[src/rtl/fb_arbiter_if.sv]
// Bundles the pixel stream, scanout read port and framebuffer RAM port of the
// framebuffer arbiter. The slave modport is the arbiter's view.
`timescale 1ns/1ps
interface fb_arbiter_if;
  logic        lcd_write;
  logic [1:0]  lcd_col;
  logic [7:0]  lcd_x;
  logic [7:0]  lcd_y;
  logic        lcd_vblank;

  logic        rd_req;
  logic [14:0] rd_addr;
  logic        rd_ack;
  logic [1:0]  rd_data;

  logic [14:0] mem_addr;
  logic        mem_we;
  logic [1:0]  mem_wdata;
  logic [1:0]  mem_rdata;

  logic        wfifo_overflow;
  logic        frame_done;

  modport slave (
    input  lcd_write, lcd_col, lcd_x, lcd_y, lcd_vblank,
    input  rd_req, rd_addr,
    output rd_ack, rd_data,
    output mem_addr, mem_we, mem_wdata,
    input  mem_rdata,
    output wfifo_overflow, frame_done
  );

  modport master (
    output lcd_write, lcd_col, lcd_x, lcd_y, lcd_vblank,
    output rd_req, rd_addr,
    input  rd_ack, rd_data,
    input  mem_addr, mem_we, mem_wdata,
    output mem_rdata,
    input  wfifo_overflow, frame_done
  );
endinterface

[src/rtl/fb_arbiter.sv]
// Framebuffer arbiter: queues core pixel writes in a 4-entry FIFO and shares a
// single-port synchronous RAM between those writes and scanout reads.
`timescale 1ns/1ps
module fb_arbiter (
  input  logic        clk,
  input  logic        rst_n,
  fb_arbiter_if.slave bus
);
  localparam int unsigned FIFO_DEPTH = 4;
  localparam logic [7:0]  X_LIMIT    = 8'd160;
  localparam logic [7:0]  Y_LIMIT    = 8'd144;

  typedef enum logic [1:0] {
    IDLE   = 2'd0,
    RD     = 2'd1,
    RD_ACK = 2'd2,
    WR     = 2'd3
  } state_t;

  typedef struct packed {
    logic [14:0] addr;
    logic [1:0]  col;
  } pixel_t;

  state_t      state_q, state_d;
  pixel_t      fifo_q [FIFO_DEPTH];
  pixel_t      fifo_d [FIFO_DEPTH];
  logic [1:0]  wr_ptr_q, wr_ptr_d;
  logic [1:0]  rd_ptr_q, rd_ptr_d;
  logic [2:0]  count_q, count_d;
  logic [14:0] mem_addr_q, mem_addr_d;
  logic        mem_we_q, mem_we_d;
  logic [1:0]  mem_wdata_q, mem_wdata_d;
  logic        overflow_q, overflow_d;
  logic        frame_done_q, frame_done_d;
  logic        frame_armed_q, frame_armed_d;

  logic        pix_in_range;
  logic        push_req;
  logic        push;
  logic        pop;
  logic        fifo_full;
  logic        fifo_empty;
  logic [14:0] y_ext;
  logic [14:0] pix_addr;
  pixel_t      head;

  // y*160 = y*128 + y*32; max in-range result 23039 fits in 15 bits
  assign y_ext        = {7'd0, bus.lcd_y};
  assign pix_addr     = (y_ext << 7) + (y_ext << 5) + {7'd0, bus.lcd_x};
  assign pix_in_range = (bus.lcd_x < X_LIMIT) && (bus.lcd_y < Y_LIMIT);
  assign push_req     = bus.lcd_write && pix_in_range;

  assign fifo_full  = (count_q == 3'(FIFO_DEPTH));
  assign fifo_empty = (count_q == 3'd0);
  assign head       = fifo_q[rd_ptr_q];

  // The head is consumed on the edge that enters WR, so a full FIFO can still
  // take a pixel on that same edge.
  assign pop  = (state_d == WR);
  assign push = push_req && (!fifo_full || pop);

  always_comb begin
    state_d = state_q;
    case (state_q)
      IDLE, WR: begin
        if (bus.rd_req && (count_q < 3'd3)) begin
          state_d = RD;
        end else if (!fifo_empty) begin
          state_d = WR;
        end else if (bus.rd_req) begin
          state_d = RD;
        end else begin
          state_d = IDLE;
        end
      end
      RD:      state_d = RD_ACK;
      RD_ACK:  state_d = fifo_empty ? IDLE : WR;
      default: state_d = IDLE;
    endcase
  end

  always_comb begin
    wr_ptr_d   = wr_ptr_q;
    rd_ptr_d   = rd_ptr_q;
    count_d    = count_q;
    overflow_d = overflow_q;
    if (push) begin
      wr_ptr_d = wr_ptr_q + 2'd1;
    end
    if (pop) begin
      rd_ptr_d = rd_ptr_q + 2'd1;
    end
    case ({push, pop})
      2'b10:   count_d = count_q + 3'd1;
      2'b01:   count_d = count_q - 3'd1;
      default: count_d = count_q;
    endcase
    if (push_req && !push) begin
      overflow_d = 1'b1;
    end
  end

  always_comb begin
    for (int i = 0; i < FIFO_DEPTH; i++) begin
      fifo_d[i] = fifo_q[i];
      if (push && (wr_ptr_q == 2'(i))) begin
        fifo_d[i].addr = pix_addr;
        fifo_d[i].col  = bus.lcd_col;
      end
    end
  end

  // RAM controls are launched from the next state so the RAM sees them on
  // the first edge of RD or WR.
  always_comb begin
    mem_addr_d  = mem_addr_q;
    mem_wdata_d = mem_wdata_q;
    mem_we_d    = 1'b0;
    case (state_d)
      RD: begin
        mem_addr_d = bus.rd_addr;
      end
      WR: begin
        mem_addr_d  = head.addr;
        mem_wdata_d = head.col;
        mem_we_d    = 1'b1;
      end
      default: begin
        mem_we_d = 1'b0;
      end
    endcase
  end

  always_comb begin
    frame_done_d  = frame_armed_q && bus.lcd_vblank && fifo_empty && (state_q != WR);
    frame_armed_d = !bus.lcd_vblank || (frame_armed_q && !frame_done_d);
  end

  always_ff @(posedge clk or negedge rst_n) begin
    if (!rst_n) begin
      state_q       <= IDLE;
      wr_ptr_q      <= 2'd0;
      rd_ptr_q      <= 2'd0;
      count_q       <= 3'd0;
      mem_addr_q    <= 15'd0;
      mem_we_q      <= 1'b0;
      mem_wdata_q   <= 2'd0;
      overflow_q    <= 1'b0;
      frame_done_q  <= 1'b0;
      frame_armed_q <= 1'b1;
      for (int i = 0; i < FIFO_DEPTH; i++) begin
        fifo_q[i] <= '0;
      end
    end else begin
      state_q       <= state_d;
      wr_ptr_q      <= wr_ptr_d;
      rd_ptr_q      <= rd_ptr_d;
      count_q       <= count_d;
      mem_addr_q    <= mem_addr_d;
      mem_we_q      <= mem_we_d;
      mem_wdata_q   <= mem_wdata_d;
      overflow_q    <= overflow_d;
      frame_done_q  <= frame_done_d;
      frame_armed_q <= frame_armed_d;
      for (int i = 0; i < FIFO_DEPTH; i++) begin
        fifo_q[i] <= fifo_d[i];
      end
    end
  end

  assign bus.mem_addr       = mem_addr_q;
  assign bus.mem_we         = mem_we_q;
  assign bus.mem_wdata      = mem_wdata_q;
  assign bus.wfifo_overflow = overflow_q;
  assign bus.frame_done     = frame_done_q;
  // Read data is only meaningful in the ack cycle, when the RAM output is valid
  assign bus.rd_ack         = (state_q == RD_ACK);
  assign bus.rd_data        = (state_q == RD_ACK) ? bus.mem_rdata : 2'd0;

endmodule
[src/flat_wrapper.sv]
// flat-port wrapper written by rule: the top's interface ports become plain ports
module fb_arbiter_flat 
  (clk, rst_n, bus_lcd_write, bus_lcd_col, bus_lcd_x, bus_lcd_y, bus_lcd_vblank, bus_rd_req, bus_rd_addr, bus_rd_ack, bus_rd_data, bus_mem_addr, bus_mem_we, bus_mem_wdata, bus_mem_rdata, bus_wfifo_overflow, bus_frame_done);
  fb_arbiter_if bus_i ();
  input  logic clk;
  input  logic rst_n;
  input wire logic [$bits(bus_i.lcd_write)-1:0] bus_lcd_write;
  input wire logic [$bits(bus_i.lcd_col)-1:0] bus_lcd_col;
  input wire logic [$bits(bus_i.lcd_x)-1:0] bus_lcd_x;
  input wire logic [$bits(bus_i.lcd_y)-1:0] bus_lcd_y;
  input wire logic [$bits(bus_i.lcd_vblank)-1:0] bus_lcd_vblank;
  input wire logic [$bits(bus_i.rd_req)-1:0] bus_rd_req;
  input wire logic [$bits(bus_i.rd_addr)-1:0] bus_rd_addr;
  output wire logic [$bits(bus_i.rd_ack)-1:0] bus_rd_ack;
  output wire logic [$bits(bus_i.rd_data)-1:0] bus_rd_data;
  output wire logic [$bits(bus_i.mem_addr)-1:0] bus_mem_addr;
  output wire logic [$bits(bus_i.mem_we)-1:0] bus_mem_we;
  output wire logic [$bits(bus_i.mem_wdata)-1:0] bus_mem_wdata;
  input wire logic [$bits(bus_i.mem_rdata)-1:0] bus_mem_rdata;
  output wire logic [$bits(bus_i.wfifo_overflow)-1:0] bus_wfifo_overflow;
  output wire logic [$bits(bus_i.frame_done)-1:0] bus_frame_done;
  assign bus_i.lcd_write = bus_lcd_write;
  assign bus_i.lcd_col = bus_lcd_col;
  assign bus_i.lcd_x = bus_lcd_x;
  assign bus_i.lcd_y = bus_lcd_y;
  assign bus_i.lcd_vblank = bus_lcd_vblank;
  assign bus_i.rd_req = bus_rd_req;
  assign bus_i.rd_addr = bus_rd_addr;
  assign bus_rd_ack = bus_i.rd_ack;
  assign bus_rd_data = bus_i.rd_data;
  assign bus_mem_addr = bus_i.mem_addr;
  assign bus_mem_we = bus_i.mem_we;
  assign bus_mem_wdata = bus_i.mem_wdata;
  assign bus_i.mem_rdata = bus_mem_rdata;
  assign bus_wfifo_overflow = bus_i.wfifo_overflow;
  assign bus_frame_done = bus_i.frame_done;
  fb_arbiter u_core (.clk(clk), .rst_n(rst_n), .bus(bus_i));
endmodule
[config.mk]
export PLATFORM = sky130hd
export DESIGN_NAME = fb_arbiter_flat
export DESIGN_NICKNAME = d
export VERILOG_FILES = /design/src/rtl/fb_arbiter_if.sv /design/src/rtl/fb_arbiter.sv /design/src/flat_wrapper.sv
export SDC_FILE = /design/constraint.sdc
export NUM_CORES = 1
export LEC_CHECK = 0
export CAP_MARGIN = 10
export CORE_MARGIN = 3
export CORE_UTILIZATION = 30
export CTS_CLUSTER_DIAMETER = 50
export DETAILED_ROUTE_END_ITERATION = 8
export GPL_TIMING_DRIVEN = 0
export SETUP_SLACK_MARGIN = 0.4
export SKIP_CTS_REPAIR_TIMING = 1
export SYNTH_ARGS = -nofsm -noshare
export SYNTH_HDL_FRONTEND = slang
export SYNTH_SLANG_ARGS = --single-unit
export TNS_END_PERCENT = 5
[constraint.sdc]
create_clock -name clk -period 2.5 [get_ports clk]
set_clock_uncertainty 0.1 [all_clocks]
set_input_delay 0.5 -clock clk [delete_from_list [all_inputs] [get_ports clk]]
set_output_delay 0.5 -clock clk [all_outputs]
set_load 0.01 [all_outputs]
# After elaboration in Yosys (flattened, before gate mapping)
# Cells that the tools add are included.
# totals
output_inout_bits	23
regBits	98
# classes
n_lt_le_gt_ge	4
n_eq_ne	12
reduce_logical	25
n_addsub	6
n_bitwise	1
n_mux	12
# op_table
operator	n
binary-select mux 17 bit (select 2 bit)	1
two-way mux 17 bit	2
one-hot mux 15 bit (2 select lines)	1
less-than comparator 8 bit, second input constant	2
adder 15 x 13 -> 15 bit	1
adder 15 x 8 -> 15 bit	1
logical AND 1 bit	13
== test 2 bit, second input constant	6
== test 2 x 1 -> 1 bit, second input constant	4
two-way mux 2 bit	4
one-hot mux 2 bit (3 select lines)	1
one-hot mux 3 bit (2 select lines)	1
adder 2 x 1 -> 2 bit, second input constant	2
zero test 1 bit	4
zero test 2 bit	2
nonzero test 2 bit	2
adder 3 x 1 -> 3 bit, second input constant	1
== test 3 bit, second input constant	1
greater-or-equal comparator 3 bit, second input constant	1
zero test 3 bit	1
less-than comparator 3 x 2 -> 1 bit, second input constant	1
NOT 2 -> 3 bit	1
subtractor 3 x 1 -> 3 bit, second input constant	1
logical OR 1 bit	2
3 further kinds	4

# Logic depth before layout (Yosys ltp)
# Gate-level depths: netlist of run 1.
# logic_depth
depth_word	9
mapped_depth	9

# Least setup slack after synthesis of run 1
# Ideal clock, no wire load.
# synth_path
path_kind	input to register
startpoint	input bus_lcd_y[0]
endpoint	register u_core.fifo_q[14] in the netlist's numbering
arrival_time_ns	2.432
path_stages	8
slack_ns	-0.157
path_buffers	0
path_cell_list	fa_1 > inv_1 > fa_1 > nor2b_4 > o31a_1 > or4b_4 > o2111ai_2 > mux2_4
# synth_between
elab_chain_len	5
# synth_lines
item	line	rtl
from (decl)	flat_wrapper.sv:10	input wire logic [$bits(bus_i.lcd_y)-1:0] bus_lcd_y;
parallel branches: the longest is 5 deep, another holds adder 15 x 13 -> 15 bit	-	
to (signal, indexed assignment)	fb_arbiter.sv:167	fifo_q[i] <= fifo_d[i];
to (decl)	fb_arbiter.sv:26	pixel_t fifo_q [FIFO_DEPTH];
# Parallel ways; which one is timed is not known.
# A chain may end at the register's enable or synchronous reset.

# Worst setup path in the final report of run 1
# layout_path
startpoint	input bus_lcd_x[7]
endpoint	register u_core.fifo_q[50] in the netlist's numbering
# layout_between
elab_chain_len	5
# layout_lines
item	line	rtl
from (decl)	flat_wrapper.sv:9	input wire logic [$bits(bus_i.lcd_x)-1:0] bus_lcd_x;
less-than comparator 8 bit	fb_arbiter.sv:51	assign pix_in_range = (bus.lcd_x < X_LIMIT) && (bus.lcd_y < Y_LIMIT);
logical AND 1 bit	fb_arbiter.sv:51	
logical AND 1 bit	fb_arbiter.sv:52	assign push_req = bus.lcd_write && pix_in_range;
logical AND 1 bit	fb_arbiter.sv:61	assign push = push_req && (!fifo_full || pop);
logical AND 1 bit	fb_arbiter.sv:107	if (push && (wr_ptr_q == 2'(i))) begin
# Several ways; a longest one is shown, not always the timed one.

==> results.cfg, run 1 <==
[outcome]
status = finished with violations
violations = negative setup slack

[routing]
routed_wirelength_um = 11770
drtPass1Iterations = 4
wire_per_inst_um = 17.56
via_per_inst = 4.809
drt_iter0_drc = 119
drc = 0
vias = 3222
ant_nets = 0

[power_and_ir_drop]
leakagePower_nw = 2.999
ir_worst_vdd_mv = 0.4434
power_density_nw_per_um2 = 1250

[logic_synthesis]
ys.warnings.count = 0
synthArstFlopShare_pct = 100.0
synth_top_family_by_area = multiplexers
synth_most_common_cell = dfrtp_1
synth_edf_count = 0
yosys.area_share.adder_pct = 6.604
yosys-top-cells-area = dfrtp_1 (48%), mux2_2 (8.4%), mux4_2 (7.5%), mux2_4 (7.1%), ha_1 (5.4%)
ys_seq_area_share_pct = 48.32
synth_compound_area_share_pct = 6.333
yosys.area.top_type = dfrtp_1
synthMuxAreaShare_pct = 26.22
synth_ff_type = dfrtp_1
netlist_instances = 370
synth_xor_area_share_pct = 1.552
syn_area_um2 = 5077
ys_ff_latch = 98
synth_fp_nets = 435
synth_cell_type_count = 46
yosys-top-cells-count = dfrtp_1 (97), mux2_2 (38), nand2_1 (30)
syn_avg_cell_area_um2 = 13.72
synth_top_area_share_pct = 47.81
synthSimpleGateAreaFrac_pct = 7.442

[worst_setup_path]
crit_path_end_kind = flip-flop
crit_type = input pin to flip-flop
worstSetupStartpointType = input pin
crit_path_start = bus_lcd_x[7]
cp.arrival_ns = 2.66
r2r-start = u_core.state_q[0]$_DFF_PN0_
crit_path_max_fanout = 4
required_ns = 2.62

[final_layout]
layout.nets = 513
drive_gt1_share_pct = 35.10
syn_to_final_growth_pct = 28.29
layoutNonFillerInstCount = 670
post-route-util_pct = 40.13

[global_routing]
track_usage_pct = 12.99
grt_antenna_before_repair = 1
grt_pass1_wl_um = 18290
first_global_vias = 3368
grt-ovfl-total = 0
grt_max_degree = 52

[die]
die_x_um = 136.1
die_area_um2 = 18520
fp.coreArea_um2 = 16230
num_io_pins = 63
die_h_um = 136.1
rows = 46
start_util_pct = 31.28

[job]
maxCapViolCount = 0

[cts]
clk_latency_ns = 0.34
numCtsBuffers = 9
htreeDepth = 3
cts_tree = built
cts.sinks = 98
ctsRootBufferMaster = clkbuf_16
clkTransAtPathRegs_ns = 0.07
cts_buffer_depth = 2

[place]
place_hpwl_um = 8557
gp_congestion = 0.8020
io_buffers = 62
dp.cells = 649

[sta]
rsz0062_at_grt = true
worst-slew-pin-transition_ns = 0.6619
relSlewSlack_pct = 55.87
setup_ws_ns = -0.03215
setup_tns_ns = -0.2311
slew_violations = 0
hold_viol_final = 0
setup_viol = 12
fin_crit_sh_pct = 101.3
fin_crit_ns = 2.532
clock.fmax_mhz = 394.9

[worst_hold_path]
hold_class = input pin to async pin
-- power breakdown --
| part | total [mW] | switching, mW | internal (mW) |
|---|---|---|---|
| clock network | 1.38 | 0.579 | 0.800 |
| logic | 3.94 | 1.79 | 2.16 |
| registers | 2.82 | 0.424 | 2.40 |
-- registers in the layout (all words and copies together) (netlist names) --
| register | count |
|---|---|
| u_core.wr_ptr_q | 2 |
| u_core.count_q | 3 |
| u_core.rd_ptr_q | 2 |
| u_core.fifo_q | 68 |
| u_core.bus.mem_we | 1 |
| u_core.frame_armed_q | 1 |
| u_core.bus.wfifo_overflow | 1 |
| u_core.state_q | 2 |
| u_core.bus.mem_addr | 15 |
| u_core.bus.frame_done | 1 |
| u_core.bus.mem_wdata | 2 |
-- cell usage in the layout, fill, tap and decap left out, types with 4 or more instances in the layout --
cell / instances
ha_1: 13
mux2_4: 24
mux2_2: 38
mux4_2: 17
clkbuf_16: 9
buf_6: 8
buf_4: 6
clkbuf_2: 4
clkdlybuf4s50_1: 46
inv_1: 13
ha_4: 6
nor2_1: 5
o21ai_0: 28
buf_2: 4
dfrtp_1: 97
mux2i_1: 15
nand2_1: 30
nand3_4: 5
a21oi_1: 4
dlymetal6s2s_1: 11
-- routing by layer --
layer | track usage (%) | wire length, um | vias to the layer above
met5 | 0 | 0 | -
met4 | 3.191 | 158 | 0
met3 | 3.553 | 546 | 12
met2 | 21.79 | 5876 | 61
met1 | 16.67 | 5186 | 1652
li1 | - | - | 1497
-- worst max-delay path, stage by stage --
cell	delay (ns)
buf_8	0.10
fa_1	0.58
inv_2	0.06
fa_2	0.42
nor2b_4	0.12
o31a_1	0.24
o32ai_2	0.15
xnor2_2	0.19
mux2_4	0.28
-- final timing paths --
path                       cells after the start  slack (ns)                               endpoint
setup / recovery                               9       -0.03          u_core.fifo_q[50]$_DFFE_PN0P_
hold / removal                                 1        0.08    u_core.bus.mem_addr[12]$_DFFE_PN0P_
setup reg to reg                               8        0.13          u_core.count_q[2]$_DFFE_PN0P_
hold reg to reg                                1        0.37  u_core.bus.wfifo_overflow$_DFFE_PN0P_
max in group asynchronous                      2        1.51         u_core.frame_armed_q$_DFF_PN1_
min in group clk                               1        0.37  u_core.bus.wfifo_overflow$_DFFE_PN0P_
-- cells by family after synthesis --
family,after synthesis
XOR/XNOR,9
AND/OR/NAND/NOR,62
multiplexers,95
AO/OA/AOI/OAI,51
adder cells (fa/ha/maj),25
flip-flops,98
buffers and inverters,30
-- area by class of cell --
type	count	area, um^2
plain buffers	15	130.1
diodes	1	2.502
fillers	1509	9717
inverters	15	56.30
flip-flops and latches	98	2454
multi-input cells	242	2610
well taps	216	270.3
repair buffers	67	693.2
clock buffers	11	242.7
clock inverters	5	55.05
-- stage by stage --
stage	instance area, um^2	setup WS, ns	hold WS (ns)	power, mW
2_1_floorplan	5092	-0.08071	0.1044	5.403
3_3_place_gp	5983	-2.667	0.3507	6.465
3_5_place_dp	6008	-0.8206	0.3578	6.632
4_1_cts	6306	-0.4610	0.1121	8.028
5_1_grt	6514	-0.08926	0.1402	8.698
6_report	6514	-0.03215	0.07930	8.141
Power figures use the tool's default switching activity.
==> run 2: changes to the inputs <==
--- a/config.mk
+++ b/config.mk
@@ -11,7 +11,6 @@
 export CTS_CLUSTER_DIAMETER = 50
 export DETAILED_ROUTE_END_ITERATION = 8
 export GPL_TIMING_DRIVEN = 0
-export SETUP_SLACK_MARGIN = 0.4
 export SKIP_CTS_REPAIR_TIMING = 1
 export SYNTH_ARGS = -nofsm -noshare
 export SYNTH_HDL_FRONTEND = slang
==> results.cfg, run 2 (synthesis gave the netlist of run 1 again) <==
[global_routing]
track_usage_pct = 12.99
grt-ovfl-total = 0
first_global_vias = 3368
grt_max_degree = 52
grt_pass1_wl_um = 18290
grt_antenna_before_repair = 1

[worst_setup_path]
worstSetupStartpointType = input pin
required_ns = 2.62
worstRegToRegCells = 8
crit_path_end_kind = flip-flop
cp.arrival_ns = 2.66
crit_path_max_fanout = 4
crit_type = input pin to flip-flop

[final_layout]
ff_latch_area_um2 = 2454
final_area_um2 = 6455
syn_to_final_growth_pct = 27.13
largest_reg_flops = 68
layoutNonFillerInstCount = 670
multi_input_comb_area_um2 = 2569
layout_common_cells = dfrtp_1 (97), clkdlybuf4s50_1 (50), mux2_2 (38), nand2_1 (30), o21ai_0 (28)
n_fill_cell = 1518
final_common_cell = dfrtp_1
layout.nets = 513
post-route-util_pct = 39.77
drive_gt1_share_pct = 33.11
regMostFlops = u_core.fifo_q

[routing]
drtPass1Iterations = 4
via_per_inst = 4.824
drt_iter0_drc = 112
routed_wirelength_um = 11700
drc = 0
vias = 3232
wire_per_inst_um = 17.46
ant_nets = 0

[sta]
worst-slew-pin-transition_ns = 0.7181
fin_crit_ns = 2.535
hold_viol_final = 0
hold_ws_ns = 0.08246
setup_viol = 12
rsz0062_at_grt = true
setup_ws_ns = -0.03457
relSlewSlack_pct = 52.13
clock.fmax_mhz = 394.5
fin_crit_sh_pct = 101.4
slew_violations = 0

[worst_hold_path]
hold_class = input pin to async pin

[place]
gp_congestion = 0.8020
place_hpwl_um = 8557
dpl-instance-area_um2 = 6008
io_buffers = 62
dp.cells = 649
pre_cts_slack_ns = -0.8206

[die]
fp.coreArea_um2 = 16230
num_io_pins = 63
rows = 46
start_util_pct = 31.28
die_area_um2 = 18520
die_x_um = 136.1
die_h_um = 136.1

[cts]
ctsRootBufferMaster = clkbuf_16
clkTransAtPathRegs_ns = 0.07
cts.sinks = 98
htreeDepth = 3
cts_tree = built
cts_buffer_depth = 2
clk_latency_ns = 0.34
numCtsBuffers = 9

[outcome]
violations = negative setup slack
status = finished with violations

[power_and_ir_drop]
power_density_nw_per_um2 = 1250
leakagePower_nw = 2.931
ir_worst_vdd_mv = 0.4435

[job]
maxCapViolCount = 0
[run 2: area by class of cell]
cell class,count,area share [%]
antenna,1,0.03877
inverter,15,0.8723
tap,216,4.187
clock buffer,11,3.760
sequential,98,38.01
clock inverter,5,0.8529
multi-input combinational,242,39.79
buffer,15,1.900
timing repair buffer,67,10.58
[run 2: power by group]
group / internal (mW) / switching (mW) / leakage (nW)
Combinational: 2.12 / 1.75 / 1.60
Sequential: 2.40 / 0.419 / 1.19
Clock: 0.800 / 0.578 / 0.142
Total: 5.32 / 2.75 / 2.93
[run 2: routing by layer]
metal  GRT usage (%)  routed length [um]  vias up
met5               0                   0        -
met4           3.191                 176        0
met3           3.553                 556       14
met2           21.79                5767       69
met1           16.67                5195     1658
li1                -                   -     1491
[run 2: final timing paths]
check / endpoint / startpoint / slack (ns)
worst max-delay path: u_core.fifo_q[50]$_DFFE_PN0P_ / bus_lcd_x[7] / -0.03
worst min-delay path: u_core.bus.mem_addr[12]$_DFFE_PN0P_ / rst_n / 0.08
worst max register to register: u_core.count_q[2]$_DFFE_PN0P_ / u_core.state_q[0]$_DFF_PN0_ / 0.09
worst min register to register: u_core.bus.wfifo_overflow$_DFFE_PN0P_ / u_core.bus.wfifo_overflow$_DFFE_PN0P_ / 0.37
max in group asynchronous: u_core.frame_armed_q$_DFF_PN1_ / rst_n / 1.51
min in group clk: u_core.bus.wfifo_overflow$_DFFE_PN0P_ / u_core.bus.wfifo_overflow$_DFFE_PN0P_ / 0.37
[run 2: critical path, cell delays in order]
cell     delay [ns]
buf_8          0.10
fa_1           0.58
inv_2          0.06
fa_2           0.42
nor2b_4        0.12
o31a_1         0.25
o32ai_2        0.15
xnor2_2        0.19
mux2_4         0.28
[run 2: through the flow]
| step | power (mW) | TNS, ns |
|---|---|---|
| after floorplan | 5.403 | -0.5731 |
| after global placement | 6.465 | -279.27 |
| after detailed placement | 6.632 | -20.90 |
| after CTS | 8.028 | -6.607 |
| after global routing | 8.631 | -0.8341 |
| final | 8.067 | -0.3192 |
